[src/rtl/coffee_order_scheduler.sv]
`timescale 1ns/1ps
// coffee_order_scheduler: round-robin order intake from N_REQ panels, order FIFO,
// and a dispatch FSM that runs the brewing FSM one order at a time.
//
// state   | meaning
// IDLE    | nothing in flight; move to ISSUE when an order is queued or being pushed
// ISSUE   | one-cycle start pulse, FIFO head selection latched into the hold register
// BREW    | selection held, waiting for brewer done or the timeout limit
// ABORT   | brewer held in reset for two cycles after a timeout
// RECOVER | wait for brewer IDLE, then GAP quiet cycles before the next issue
module coffee_order_scheduler #(
   parameter int N_REQ   = 3,
   parameter int DEPTH   = 4,
   parameter int TIMEOUT = 32,
   parameter int GAP     = 1
) (
   input  logic                         clk,
   input  logic                         reset,
   input  logic [N_REQ-1:0]             req,
   input  logic [2*N_REQ-1:0]           req_sel,
   output logic [N_REQ-1:0]             req_ack,
   output logic [N_REQ-1:0]             req_nack,
   output logic                         fsm_start,
   output logic [1:0]                   fsm_sel,
   output logic                         fsm_reset,
   input  logic                         fsm_done,
   input  logic [2:0]                   fsm_state,
   output logic                         busy,
   output logic [$clog2(DEPTH+1)-1:0]   queue_count,
   output logic                         order_done,
   output logic [$clog2(N_REQ)-1:0]     order_src,
   output logic                         timeout_err
);

   localparam int PW = $clog2(N_REQ);
   localparam int AW = $clog2(DEPTH);
   localparam int CW = $clog2(DEPTH+1);
   localparam int TW = (TIMEOUT > 1) ? $clog2(TIMEOUT) : 1;
   localparam int GW = (GAP > 0) ? $clog2(GAP+1) : 1;

   localparam logic [CW-1:0] FULL_C  = CW'(DEPTH);
   localparam logic [TW-1:0] TLAST_C = TW'(TIMEOUT-1);
   localparam logic [GW-1:0] GAP_C   = GW'(GAP);
   localparam logic [PW-1:0] LAST_C  = PW'(N_REQ-1);
   localparam logic [PW:0]   NREQ_C  = (PW+1)'(N_REQ);

   typedef enum logic [2:0] {
      S_IDLE,
      S_ISSUE,
      S_BREW,
      S_ABORT,
      S_RECOVER
   } state_t;

   state_t            state_q, state_d;
   logic [TW-1:0]     tcnt_q, tcnt_d;
   logic [GW-1:0]     gap_q, gap_d;
   logic              abort_q, abort_d;
   logic [1:0]        sel_hold_q, sel_hold_d;
   logic              fsm_reset_q;

   logic [PW+1:0]     mem_q [DEPTH];
   logic [AW-1:0]     head_q, head_d;
   logic [AW-1:0]     tail_q, tail_d;
   logic [CW-1:0]     count_q, count_d;
   logic [PW-1:0]     rr_q, rr_d;

   logic [1:0]        sel_a [N_REQ];
   logic [PW:0]       rr_sum;
   logic [PW-1:0]     idx;
   logic [PW-1:0]     win;
   logic [1:0]        win_sel;
   logic              found;
   logic              push;
   logic              pop;
   logic [PW-1:0]     head_src;
   logic [1:0]        head_sel;

   assign head_src    = mem_q[head_q][PW+1:2];
   assign head_sel    = mem_q[head_q][1:0];
   assign busy        = (state_q != S_IDLE);
   assign queue_count = count_q;
   assign fsm_reset   = fsm_reset_q;

   // Intake: nack invalid selections, pick one valid requester round-robin from rr_q.
   always_comb begin
      req_ack  = '0;
      req_nack = '0;
      found    = 1'b0;
      win      = '0;
      win_sel  = 2'b00;
      rr_sum   = '0;
      idx      = '0;
      for (int i = 0; i < N_REQ; i++) begin
         sel_a[i]    = req_sel[2*i +: 2];
         req_nack[i] = req[i] && (req_sel[2*i +: 2] == 2'b11);
      end
      for (int k = 0; k < N_REQ; k++) begin
         rr_sum = {1'b0, rr_q} + (PW+1)'(k);
         if (rr_sum >= NREQ_C) rr_sum = rr_sum - NREQ_C;
         idx = rr_sum[PW-1:0];
         if (!found && req[idx] && (sel_a[idx] != 2'b11)) begin
            found   = 1'b1;
            win     = idx;
            win_sel = sel_a[idx];
         end
      end
      // Uses the registered count: a pop in the same cycle does not open a slot.
      push = found && (count_q != FULL_C);
      if (push) req_ack[win] = 1'b1;
   end

   // FIFO pointer, occupancy and round-robin pointer next-state.
   always_comb begin
      head_d  = head_q;
      tail_d  = tail_q;
      count_d = count_q;
      rr_d    = rr_q;
      if (push) begin
         tail_d = tail_q + 1'b1;
         rr_d   = (win == LAST_C) ? '0 : win + 1'b1;
      end
      if (pop) head_d = head_q + 1'b1;
      if (push && !pop) count_d = count_q + 1'b1;
      else if (pop && !push) count_d = count_q - 1'b1;
   end

   // FIFO storage; entries need no reset since occupancy is tracked by the pointers.
   always_ff @(posedge clk) begin
      if (push) mem_q[tail_q] <= {win, win_sel};
   end

   // FIFO and arbitration registers.
   always_ff @(posedge clk or negedge reset) begin
      if (!reset) begin
         head_q  <= '0;
         tail_q  <= '0;
         count_q <= '0;
         rr_q    <= '0;
      end else begin
         head_q  <= head_d;
         tail_q  <= tail_d;
         count_q <= count_d;
         rr_q    <= rr_d;
      end
   end

   // Dispatch next-state and brewer-facing outputs.
   always_comb begin
      state_d     = state_q;
      tcnt_d      = tcnt_q;
      gap_d       = gap_q;
      abort_d     = abort_q;
      sel_hold_d  = sel_hold_q;
      fsm_start   = 1'b0;
      fsm_sel     = 2'b00;
      pop         = 1'b0;
      order_done  = 1'b0;
      timeout_err = 1'b0;
      order_src   = '0;
      case (state_q)
         S_IDLE: begin
            if ((count_q != '0) || push) state_d = S_ISSUE;
         end
         S_ISSUE: begin
            fsm_start  = 1'b1;
            fsm_sel    = head_sel;
            sel_hold_d = head_sel;
            tcnt_d     = '0;
            state_d    = S_BREW;
         end
         S_BREW: begin
            fsm_sel = sel_hold_q;
            tcnt_d  = tcnt_q + 1'b1;
            if (fsm_done) begin
               pop        = 1'b1;
               order_done = 1'b1;
               order_src  = head_src;
               gap_d      = '0;
               state_d    = S_RECOVER;
            end else if (tcnt_q == TLAST_C) begin
               pop         = 1'b1;
               timeout_err = 1'b1;
               order_src   = head_src;
               abort_d     = 1'b0;
               state_d     = S_ABORT;
            end
         end
         S_ABORT: begin
            if (abort_q) begin
               gap_d   = '0;
               state_d = S_RECOVER;
            end else begin
               abort_d = 1'b1;
            end
         end
         S_RECOVER: begin
            // The brewer must sit in IDLE for the whole gap; any excursion restarts it.
            if (fsm_state == 3'd0) begin
               if (gap_q == GAP_C) state_d = S_IDLE;
               else gap_d = gap_q + 1'b1;
            end else begin
               gap_d = '0;
            end
         end
         default: state_d = S_IDLE;
      endcase
   end

   // Dispatch registers; brewer reset is registered so it is held during our reset.
   always_ff @(posedge clk or negedge reset) begin
      if (!reset) begin
         state_q     <= S_IDLE;
         tcnt_q      <= '0;
         gap_q       <= '0;
         abort_q     <= 1'b0;
         sel_hold_q  <= 2'b00;
         fsm_reset_q <= 1'b1;
      end else begin
         state_q     <= state_d;
         tcnt_q      <= tcnt_d;
         gap_q       <= gap_d;
         abort_q     <= abort_d;
         sel_hold_q  <= sel_hold_d;
         fsm_reset_q <= (state_d == S_ABORT);
      end
   end

endmodule

[config.mk]
export PLATFORM = sky130hd
export DESIGN_NAME = coffee_order_scheduler
export DESIGN_NICKNAME = d
export VERILOG_FILES = /design/src/rtl/coffee_order_scheduler.sv
export SDC_FILE = /design/constraint.sdc
export NUM_CORES = 1
export LEC_CHECK = 0
export CORE_ASPECT_RATIO = 1.75
export CORE_MARGIN = 4
export CORE_UTILIZATION = 38
export CTS_BUF_LIST = sky130_fd_sc_hd__clkbuf_16
export CTS_CLUSTER_SIZE = 20
export DETAILED_ROUTE_END_ITERATION = 10
export GPL_ROUTABILITY_DRIVEN = 0
export HOLD_SLACK_MARGIN = 0.1
export SYNTH_ARGS = -nofsm -noshare
export SYNTH_HDL_FRONTEND = slang
export SYNTH_SLANG_ARGS = --single-unit
[constraint.sdc]
create_clock -name clk -period 4.1 [get_ports clk]
set_input_delay 0.41 -clock clk [delete_from_list [all_inputs] [get_ports clk]]
set_output_delay 0.41 -clock clk [all_outputs]
set_load 0.005 [all_outputs]
Word level (Yosys, flattened, before mapping)
Memories as Yosys holds them, arrays and structs flattened. Index checks and enable logic that the tools add are counted.

Output and inout bits: 18. Memories kept: 1. Word-level logic and storage cells: 145. Memory bits (writable): 16. Flip-flop bits (word level): 22. ROM bits: 0. Bits in latches: 0.

Memory list: mem_q (words 4, bits a word 4, read ports 1, clocked after memory_dff 0, wr ports 1, RTL line 62) `logic [PW+1:0] mem_q [DEPTH];`.

$mul: 0. Reductions and logical operators: 27. Shifts and indexed selects: 0. Divide/modulo/power cells: 0. Magnitude comparators: 11. Equal/unequal tests: 18. Mux-type cells: 63. Bitwise logic cells: 3. Add/subtract/negate cells: 12.

Operators by type and width (number): $mux W2 (19); $mux W3 (9); $mux W1 (23); $pmux W3 S5 (1); $ne A2 B2 Y1 const B (7); $bmux W2 S2 (3); $logic_and A1 B1 Y1 (12); $lt A2 B3 Y1 const B (4); $pmux W5 S2 (1); $eq A3 B2 Y1 const B (3); $ge A3 B3 Y1 const B (3); $not A2 Y3 (3); $reduce_bool A3 Y1 (3); $eq A2 B2 Y1 const B (4); $add A2 B1 Y2 const B (3); $bmux W1 S2 (3); $ge A3 B2 Y1 const B (2); $logic_not A3 Y1 (2); $reduce_and A3 Y1 (2); $reduce_bool A2 Y1 (3); $sub A2 B2 Y2 const B (3); $add A5 B1 Y5 const B (1); $eq A5 B5 Y1 const B (1); $logic_not A1 Y1 (4); other kinds (15) (15).

Longest topological paths before layout
Depth in word-level cells: 22. Gate-level depth with buffers: 14. Mapped depth without buffers: 12.

Worst setup path before layout
No wires, ideal clock.

Path kind: reg2reg. From: register rr_q[0]. To: register count_q[2] (netlist: queue_count[2]). Setup slack: 1.286 ns. Setup time: 0.079 ns. Arrival: 2.735 ns. Stages on the path, launching flop included: 14. Path buffers: 1. Cells stage by stage: dfrtp_1 inv_1 ha_1 mux2i_1 o22ai_2 a22oi_2 o31a_1 buf_6 ha_1 inv_1 fa_1 xor2_1 nor2_1 xor2_1.

Cells in the longest elaborated chain, start to end: 21.

Ends and longest elaborated chain: start: declaration (RTL line 66) `logic [PW-1:0] rr_q, rr_d;`; start signal: assignment (RTL line 144) `rr_q <= rr_d;`; branches (longest 16 deep; another with $add A2 B1 Y3); $mux W1 * (RTL line 102) `if (!found && req[idx] && (sel_a[idx] != 2'b11)) begin`; $logic_and A1 B1 Y1 * (RTL line 109) `push = found && (count_q != FULL_C);`; via push (RTL line 74) `logic push;`; $logic_not A1 Y1 (RTL line 125) `else if (pop && !push) count_d = count_q - 1'b1;`; $logic_and A1 B1 Y1 (RTL line 125); $reduce_bool A2 Y1 (no source line); end signal: assignment (RTL line 143) `count_q <= count_d;`; end: declaration (RTL line 65) `logic [CW-1:0] count_q, count_d;`.

Mark *: on every way through the listed nets, which the timed path passes. The select of a mux whose other input is x is not followed. A chain may end at the register's enable or synchronous reset.

Final worst setup path
From: register rr_q[0]. To: output port req_ack[2].

Cells in the longest elaborated chain, start to end: 22.

Ends and longest elaborated chain: branches (longest 16 deep; another with $add A2 B1 Y3); $mux W2 * (RTL line 102); via win[1] (RTL line 71) `logic [PW-1:0] win;`; $lt A2 B3 Y1 (implied by the code) or $ge A2 B1 Y1 (tied branches) (RTL line 110) `if (push) req_ack[win] = 1'b1;`; $logic_and A1 B1 Y1 (implied by the code) (RTL line 110); $mux W1 (implied by the code) (RTL line 110); $demux W1 S2 * (RTL line 110); $mux W3 * (RTL line 110); end: declaration (RTL line 21) `output logic [N_REQ-1:0] req_ack,`.

Marks and branches as above.

==> run summary <==
Netlist cell types - 57
Die Ht - 109 microns
Post-synth EDFFs - 16
Largest family of logic cells by synthesized area - compound AO/OA/AOI/OAI gates
Ports - 33
Max-Cap Viols - 0
XOR/XNOR Fraction of Synth Area - 2.36%
Final Skew - 0.00387 ns
Post-route cell area - 2740 sq um
Crit. End Element - output pin
First-pass GRT wire length - 7.82 mm
Worst hold path type - register to register
Critical path type - register to output pin
Root Buffer - clkbuf_16
Clock latency on the worst-skew pair - 0.28 ns
Final Max Tran Viols - 0
Max VDD drop - 733 uV
Status - finished, final reports clean
Initial antenna violation count - 0
Synth Flop Type - dfrtp_1
CTS H-Tree Depth - 2
Final net count - 252
FMAX - 0.271 GHz
Total power - 2.56 mW
Number of port buffers - 32
Cell Count, Final, Fillers Out - 303
Syn nets - 218
Crit-path max FO - 14
Final count of hold timing violations - 0
Vias in the first global route - 1691
CTS tree - built
FFs w/ async S/R, synth - 57.9%
Rel. slew slack - 31.4%
Initial core utilization - 39.5%
Placed cell count - 295
Area of the core - 5630 sq um
Via count - 1566
Mapped cell area - 2220 sq um
Final HPWL DP - 3.48 mm
Clock sink count - 38
Commonest non-fill, non-tap cell in the layout - clkdlybuf4s50_1
Commonest cells after routing, fill and taps aside - clkdlybuf4s50_1 (32), dfrtp_1 (21), edfxtp_1 (16)
Area grow syn2layout - 23.2%
Post-DR vias/cell - 5.17
Sequential area share after synthesis - 46.4%
Final setup fails - 0
Leak - 1.11 nW
Initial drt markers - 60
Synth Area in Adders - 6.53%
Worst endpoint data arrival time - 3.28 ns
Synthesis Warnings - 0
Total Negative Setup Slacks - 0 ns
Fin crit period - 3.69 ns
Clk slew on worst S/H paths - 0.05 ns
Final ANT Viol Nets - 0
Die Area - 7190 sq um
Ratio of final minimum period to clock period - 90.0%
DRT Pass-1 Iters - 4
Post-synthesis compound-gate area fraction - 15.7%
Layout cells sized above 1 - 12.8%
Worst slew pin tran - 1.03 ns
Synth Area per Inst - 11.6 sq um
Die X - 65.8 microns
Maximum clock path buffer count - 2
Pwr Density - 934 nW/um^2
Row cnt - 36
Largest net degree at the start of global routing - 23
Num CTS Buffers - 5
RSZ-0062 raised after global routing - no
DR WL/cell - 15.0 microns
Final WL - 4.53 mm
#FFs+latches synth - 38
Area after DPL - 2600 sq um
Remaining Overflow, GRT - 0
Cells after Synth - 192
Total GRT Usage - 14.2%
Multiplexer area fraction after synthesis - 10.0%
Ant diodes - 0
Post-Synth Simple-Gate Area - 15.0%
CTS-repair resized insts - 0
Post-CTS setup buffer count - 0
Fin Hold WS - 0.494 ns
Post-route DRC violation count - 0
CTS Hold Bufs - 0
Crit path launch type - register
Critical path required time - 3.69 ns
==> critical path, cell delays in order (launching register included) <==
cell and delay [ns]:
dfrtp_1 0.39, inv_1 0.06, ha_2 0.50, mux2i_1 0.25, o22ai_2 0.12, a22oi_2 0.33
and2b_4 0.26, a211oi_4 0.35, nor3b_2 0.22, clkdlybuf4s50_1 0.52
==> kinds of logic (layout without fill, tap and decap cells) <==
family                   Yosys count  in the layout
adder cells (fa/ha/maj)           11             11
flip-flops                        38             38
AO/OA/AOI/OAI                     43             43
XOR/XNOR                           6              6
buffers and inverters             17             52
multiplexers                      17             17
AND/OR/NAND/NOR                   60             60
==> where the power goes <==
| part | total (mW) | switching [mW] | internal [mW] | leakage, nW |
|---|---|---|---|---|
| combinational | 1.43 | 0.720 | 0.706 | 0.619 |
| clock | 0.353 | 0.134 | 0.218 | 0.0738 |
| sequential | 0.780 | 0.125 | 0.655 | 0.421 |
==> synthesized netlist by cell type, types with 3 or more instances <==
library cell / n / share of area [%]
and3_1: 4 / 1.1
o21ai_1: 3 / 0.68
nor3_1: 3 / 0.68
ha_1: 10 / 5.6
nand3b_1: 6 / 2.0
mux4_2: 4 / 4.1
inv_1: 11 / 1.9
o21ai_0: 11 / 2.5
mux2i_1: 11 / 5.0
o22ai_2: 3 / 1.7
buf_6: 3 / 1.5
and2_1: 5 / 1.4
xnor2_1: 3 / 1.2
o21a_1: 3 / 1.0
nand2_1: 14 / 2.4
edfxtp_1: 16 / 22
xor2_1: 3 / 1.2
nor2_1: 12 / 2.0
dfrtp_1: 21 / 24
==> path summary, 6_finish.rpt <==
path	from	endpoint	slack, ns	cells after the start
worst min-delay path	tcnt_q[3]$_DFFE_PN0P_	tcnt_q[3]$_DFFE_PN0P_	0.49	1
worst max register to register	rr_q[0]$_DFFE_PN0P_	queue_count[2]$_DFFE_PN0P_	0.87	12
worst min register to register	tcnt_q[3]$_DFFE_PN0P_	tcnt_q[3]$_DFFE_PN0P_	0.49	1
min in group asynchronous	reset	queue_count[2]$_DFFE_PN0P_	0.70	1
max in group asynchronous	reset	tcnt_q[3]$_DFFE_PN0P_	2.78	1
worst max-delay path	rr_q[0]$_DFFE_PN0P_	req_ack[2]	0.41	9
==> flip-flops by register name (all words and copies together), names as in the netlist <==
name	cells
mem_q	16
rr_q	2
tcnt_q	5
abort_q	1
gap_q	1
queue_count	3
fsm_reset	1
tail_q	2
state_q	3
sel_hold_q	2
head_q	2
==> per-stage QoR <==
| step | setup slack [ns] | util (%) |
|---|---|---|
| final | 0.409 | 48.6 |
| after floorplan | 1.29 | - |
| after global placement | 0.651 | 46.2 |
| after CTS | 0.254 | 48.6 |
| after global routing | 0.109 | 48.6 |
| after detailed placement | 0.561 | 46.2 |
==> layout make-up <==
| type | count | area, sq um |
|---|---|---|
| Sequential cell | 38 | 1030 |
| Multi-Input combinational cell | 137 | 1110 |
| Clock buffer | 5 | 125 |
| Tap cell | 76 | 95.1 |
| Inverter | 11 | 41.3 |
| Clock inverter | 3 | 11.3 |
| Fill cell | 533 | 2890 |
| Timing Repair Buffer | 33 | 328 |
==> metal layers <==
metal  track usage (%)  wire [microns]  vias to the layer above  part of all wire, %
li1                  -               -                      765                    -
met1              14.0            1670                      744                   37
met3              2.58             203                        9                  4.5
met2              26.7            2500                       48                   55
met5                 0               0                        -                    0
met4              8.01             161                        0                  3.6
Power figures use the tool's default switching activity.
